[config.mk]
export PLATFORM = sky130hd
export DESIGN_NAME = pll_reconfig_seq
export DESIGN_NICKNAME = d
export VERILOG_FILES = /design/src/rtl/pll_reconfig_seq.sv
export SDC_FILE = /design/constraint.sdc
export NUM_CORES = 1
export LEC_CHECK = 0
export BUFFER_PORTS_ARGS = -buffer_cell sky130_fd_sc_hd__buf_2
export CORE_ASPECT_RATIO = 1.1
export CORE_MARGIN = 3
export CORE_UTILIZATION = 61
export CTS_CLUSTER_SIZE = 28
export DETAILED_ROUTE_END_ITERATION = 7
export GPL_TIMING_DRIVEN = 0
export PLACE_DENSITY = 0.9
export SETUP_SLACK_MARGIN = 0.05
export SLEW_MARGIN = 15
export SYNTH_ARGS = -nofsm -noshare
export SYNTH_HDL_FRONTEND = slang
export SYNTH_SLANG_ARGS = --single-unit
export TNS_END_PERCENT = 5
[constraint.sdc]
create_clock -name clk -period 3.23 [get_ports clk]
set_input_delay 0.323 -clock clk [delete_from_list [all_inputs] [get_ports clk]]
set_output_delay 0.323 -clock clk [all_outputs]
set_load 0.02 [all_outputs]
[src/rtl/pll_reconfig_seq.sv]
// Buffers a batch of PLL register writes and replays it on the Avalon-MM reconfig port:
// mode write, batch, start write, then wait for lock. Optional lock timeout: PLL_RECONFIG_TIMEOUT_EN.
module pll_reconfig_seq #(
  parameter int AW             = 6,
  parameter int DW             = 32,
  parameter int DEPTH          = 16,
  parameter int MODE_ADDR      = 0,
  parameter int START_ADDR     = 2,
  parameter int TIMEOUT_CYCLES = 1000000
) (
  input  logic                     clk,
  input  logic                     reset_n,
  input  logic                     wr_valid,
  output logic                     wr_ready,
  input  logic [AW-1:0]            wr_addr,
  input  logic [DW-1:0]            wr_data,
  input  logic                     commit,
  input  logic                     flush,
  output logic [$clog2(DEPTH):0]   level,
  output logic                     busy,
  output logic                     done,
  output logic                     error,
  output logic [AW-1:0]            mgmt_address,
  output logic [DW-1:0]            mgmt_writedata,
  output logic                     mgmt_write,
  input  logic                     mgmt_waitrequest,
  input  logic                     pll_locked
);

  localparam int PW = $clog2(DEPTH);
  localparam int LW = PW + 1;
  localparam logic [AW-1:0] MODE_A  = MODE_ADDR[AW-1:0];
  localparam logic [AW-1:0] START_A = START_ADDR[AW-1:0];

  typedef enum logic [2:0] {IDLE, MODE, DRAIN, START, LOCK, FIN} state_t;

  state_t        state, state_nxt;
  logic [AW-1:0] addr_mem [DEPTH];
  logic [DW-1:0] data_mem [DEPTH];
  logic [PW-1:0] wr_ptr, rd_ptr;
  logic [LW-1:0] count;
  logic          full, accept, pop, clear;
  logic          lock_ok, timeout;

  assign full     = (count == LW'(DEPTH));
  assign wr_ready = (state == IDLE) && !full;
  assign accept   = wr_valid && wr_ready;
  assign clear    = (state == IDLE) && flush;
  assign pop      = (state == DRAIN) && !mgmt_waitrequest;
  assign lock_ok  = !mgmt_waitrequest && pll_locked;
  assign level    = count;
  assign busy     = (state == MODE) || (state == DRAIN) || (state == START) || (state == LOCK);
  assign done     = (state == FIN);

  // Flush takes priority over a same-cycle accept so the buffer always ends up empty.
  always_ff @(posedge clk or negedge reset_n) begin
    if (!reset_n) begin
      wr_ptr <= '0;
      rd_ptr <= '0;
      count  <= '0;
    end else if (clear) begin
      wr_ptr <= '0;
      rd_ptr <= '0;
      count  <= '0;
    end else begin
      if (accept) wr_ptr <= wr_ptr + 1'b1;
      if (pop)    rd_ptr <= rd_ptr + 1'b1;
      count <= count + LW'(accept) - LW'(pop);
    end
  end

  always_ff @(posedge clk) begin
    if (accept) begin
      addr_mem[wr_ptr] <= wr_addr;
      data_mem[wr_ptr] <= wr_data;
    end
  end

  always_ff @(posedge clk or negedge reset_n) begin
    if (!reset_n) state <= IDLE;
    else          state <= state_nxt;
  end

  always_comb begin
    state_nxt = state;
    case (state)
      IDLE: begin
        if (commit) begin
          if (flush)                                 state_nxt = FIN;
          else if ((count != '0) || accept)          state_nxt = MODE;
          else                                       state_nxt = FIN;
        end
      end
      MODE:  if (!mgmt_waitrequest) state_nxt = DRAIN;
      // The last entry is recognised by the count before its pop.
      DRAIN: if (!mgmt_waitrequest && (count == LW'(1))) state_nxt = START;
      START: if (!mgmt_waitrequest) state_nxt = LOCK;
      LOCK: begin
        if (lock_ok)      state_nxt = FIN;
        else if (timeout) state_nxt = FIN;
      end
      FIN:     state_nxt = IDLE;
      default: state_nxt = IDLE;
    endcase
  end

  always_comb begin
    mgmt_write     = 1'b0;
    mgmt_address   = '0;
    mgmt_writedata = '0;
    case (state)
      MODE: begin
        mgmt_write   = 1'b1;
        mgmt_address = MODE_A;
      end
      DRAIN: begin
        mgmt_write     = 1'b1;
        mgmt_address   = addr_mem[rd_ptr];
        mgmt_writedata = data_mem[rd_ptr];
      end
      START: begin
        mgmt_write   = 1'b1;
        mgmt_address = START_A;
      end
      default: ;
    endcase
  end

`ifdef PLL_RECONFIG_TIMEOUT_EN
  localparam int TW = $clog2(TIMEOUT_CYCLES + 1);
  localparam logic [TW-1:0] T_LAST = TW'(TIMEOUT_CYCLES - 1);

  logic [TW-1:0] lock_cnt;
  logic          error_q;

  // The counter reads i in the i-th LOCK cycle, so FIN lands exactly TIMEOUT_CYCLES after LOCK entry.
  assign timeout = (state == LOCK) && (lock_cnt == T_LAST);
  assign error   = error_q;

  always_ff @(posedge clk or negedge reset_n) begin
    if (!reset_n) begin
      lock_cnt <= '0;
      error_q  <= 1'b0;
    end else begin
      if ((state == START) && !mgmt_waitrequest) lock_cnt <= '0;
      else if (state == LOCK)                    lock_cnt <= lock_cnt + 1'b1;
      if ((state == IDLE) && commit)             error_q <= 1'b0;
      else if (timeout && !lock_ok)              error_q <= 1'b1;
    end
  end
`else
  assign timeout = 1'b0;
  assign error   = 1'b0;
`endif

endmodule

==> out/metrics.yaml <==
placement:
  gp_congestion: 0.801
  portBuffers: 91
  placed_cell_area_mm2: 0.0259
  place_hpwl_mm: 32.8
  pre_cts_slack_ns: 0.303
logic_synthesis:
  avgSynthCellArea_um2: 21.6
  seq_area_frac_synth: 0.762
  netlist.area_leader.share: 0.745
  synth-async-reset-ratio: 0.0256
  ys_types: 53
  ys_ff_latch: 624
  ys.flop_type: "edfxtp_1"
  synth_area_leaders: "edfxtp_1 (75%), mux4_2 (12%), mux2i_1 (3.5%)"
  synth_nets: 1191
  yosys.area.top_type: "edfxtp_1"
  synth-warning-count: 0
  syn_inst: 1134
  syn_area_mm2: 0.0245
  synth_edf_count: 608
timing:
  max_freq_ghz: 0.311
  period_share: 0.996
  max_slew.worst_pin.slew_ns: 0.860
  fin_worst_skew_ns: 0.0209
  max_slew_margin: 0.425
  post-route-min-period_ns: 3.22
  setup_violations: 0
  final_max_slew_viol_count: 0
  fin_ws_ns: 0.0125
  rsz0062_at_grt: "yes"
  finalHoldViolations: 0
outcome:
  status: "finished clean"
grt:
  grt_max_degree: 39
  antenna_found_initial: 4
  grt_first_pass_wirelength_mm: 89.9
  grt_pass1_vias: 13299
  globalRouteTotalUtil: 0.293
  grt-ovfl-total: 0
drt:
  routed_via_density: 7.00
  highest_layer: "met5"
  first_pass_iters: 5
  drtIter0Drc: 1976
  routed_wl_mm: 60.8
  drc_errors: 0
  wire_per_inst_um: 32.9
  wl_met2_mm: 30.2
  vias: 12937
  met1_length_mm: 21.0
  wl_met3_mm: 7.01
  drtAntennaViolNets: 0
critical_path:
  endpoint_kind: "output port"
  r2r_slack_ns: 0.28
  crit_arrival_ns: 2.89
  cp_max_fo: 10
  crit_start: "rd_ptr[1]$_DFFE_PN0P_"
  start_kind: "flip-flop"
  path_class: "reg2out"
  crit_required_ns: 2.91
  endpoint: "mgmt_writedata[20]"
  r2r_cells: 11
  r2r-start: "state[0]$_DFFE_PN0P_"
  rr_endpoint: "level[4]$_DFF_PN0_"
power:
  p_leak_nw: 8.84
  powerDensity_mw_per_mm2: 756
  vdd_ir_drop_max_v: 0.000589
clock_tree:
  clock-sinks: 624
  clkTransAtPathRegs_ns: 0.07
  htree_num_levels: 2
  cts_tree: "yes"
  post_cts_buffers: 0
  cts-buffers-inserted: 55
  clk_path_buf_depth: 3
  clockRootBuffer: "clkbuf_16"
  clk_latency_ns: 0.59
finish:
  area_delta_synth_final_pct: 13.2
  drive_above_1_share: 0.303
  fin_area_mm2: 0.0277
  fin_nets: 1351
floorplanning:
  start_util: 0.622
  die_w_um: 197
  rows: 76
  die_h_um: 216
  ios: 93
  die_area_mm2: 0.0426
  core_area_mm2: 0.0394
flow_run:
  drv_cap: 0
hold_path:
  hp-class: "in2reg"
## through the flow
stage               hold slack, ns  setup TNS [ns]  instances   util  total power (W)
finish                       0.108               0       1848  0.705           0.0210
global route                 0.103               0       1847  0.705           0.0215
CTS                         0.0841               0       1845  0.704           0.0210
detailed placement           0.263               0       1743  0.657           0.0144
global placement             0.256         -225.93       1732  0.650           0.0141
floorplan                   0.0274               0       1134      -           0.0129
## flip-flops by register name (all words and copies together), names as in the netlist
register and cells:
addr_mem 96, state 3, rd_ptr 4, wr_ptr 4, level 5, data_mem 512
## power by group
group	internal (W)	switching, W	total (W)
Combinational	0.00211	0.00293	0.00503
Clock	0.00368	0.00292	0.00660
Sequential	0.00921	0.000137	0.00935
Total	0.0150	0.00598	0.0210
## Yosys cell counts, types with 2 or more instances
cell type / n
nor2_1: 14
nor2b_1: 15
o21ai_0: 3
a21boi_0: 8
nor3_1: 6
buf_1: 2
a32o_1: 8
and2_1: 18
o22ai_1: 29
a221o_1: 2
ha_1: 11
nand3b_1: 2
inv_1: 12
nand4_1: 2
a21oi_1: 5
xor2_1: 3
buf_6: 16
nor3b_1: 3
nand2b_1: 3
o211ai_1: 3
or3_1: 2
o21a_1: 8
o211a_1: 2
nand3_1: 4
mux4_2: 130
a211oi_1: 8
mux2i_1: 86
clkbuf_1: 14
buf_4: 5
buf_2: 27
edfxtp_1: 608
xnor2_1: 6
nand2_1: 13
mux2_2: 13
dfrtp_1: 16
o32ai_1: 10
## final cells by class
cell class | instances | area [µm²]
antenna | 3 | 7.51
multi-input combinational | 433 | 5430
clock buffer | 60 | 1400
buffer | 65 | 473
timing repair buffer | 103 | 716
fill | 2185 | 11600
sequential | 624 | 18700
clock inverter | 41 | 389
inverter | 12 | 45.0
tap | 507 | 634
## per-layer routing
metal,GRT usage,up-vias
met2,0.474,1129
met5,0,-
met3,0.0586,214
met1,0.396,6544
li1,-,5048
met4,0.125,2
## placed cells by master, fill, tap and decap left out, types with 9 or more instances in the layout
cell       count
edfxtp_1     608
mux4_2       130
buf_2        107
mux2i_1       86
clkbuf_16     55
o22ai_1       29
buf_6         17
clkinv_1      16
dfrtp_1       16
nor2b_1       15
nor2_1        14
buf_4         13
mux2_2        13
inv_1         12
clkbuf_1      12
nand2_1       12
ha_1          11
and2_2         9
clkinv_2       9
## critical path, cell delays in order (launching register included)
cell     delay (ns)
dfrtp_1        0.38
buf_2          0.21
buf_2          0.31
buf_2          0.35
buf_4          0.34
mux2i_1        0.14
o22ai_1        0.34
buf_2          0.24
## kinds of logic (layout without fill, tap and decap cells)
group,count (synthesis),after routing,share of synthesized area
flops,624,624,0.762
mux,229,229,0.161
compound gates,91,91,0.0274
simple gates,91,91,0.0218
buf+inv,77,281,0.0189
fa+ha+maj,12,12,0.00643
xor+xnor,9,9,0.00322
other cells,1,4,0.000153
## worst min-delay path by stage
stage,slack (ns),to,depth (start not counted),start
final,0.11,data_mem[11][22]$_DFFE_PP_,1,wr_data[22]
after global routing,0.10,data_mem[2][16]$_DFFE_PP_,1,wr_data[16]
after CTS,0.08,data_mem[11][22]$_DFFE_PP_,1,wr_data[22]
after detailed placement,0.26,state[1]$_DFFE_PN0P_,1,reset_n
after global placement,0.26,state[1]$_DFFE_PN0P_,1,reset_n
after floorplan,0.03,level[0]$_DFF_PN0_,0,reset_n
## timing repair
action,in CTS,in global routing
hold endpoints to repair,16,0
gates resized for setup,19,12
endpoints found under the setup margin,34,15
hold buffers,1,0
(Power assumes the default switching activity.)
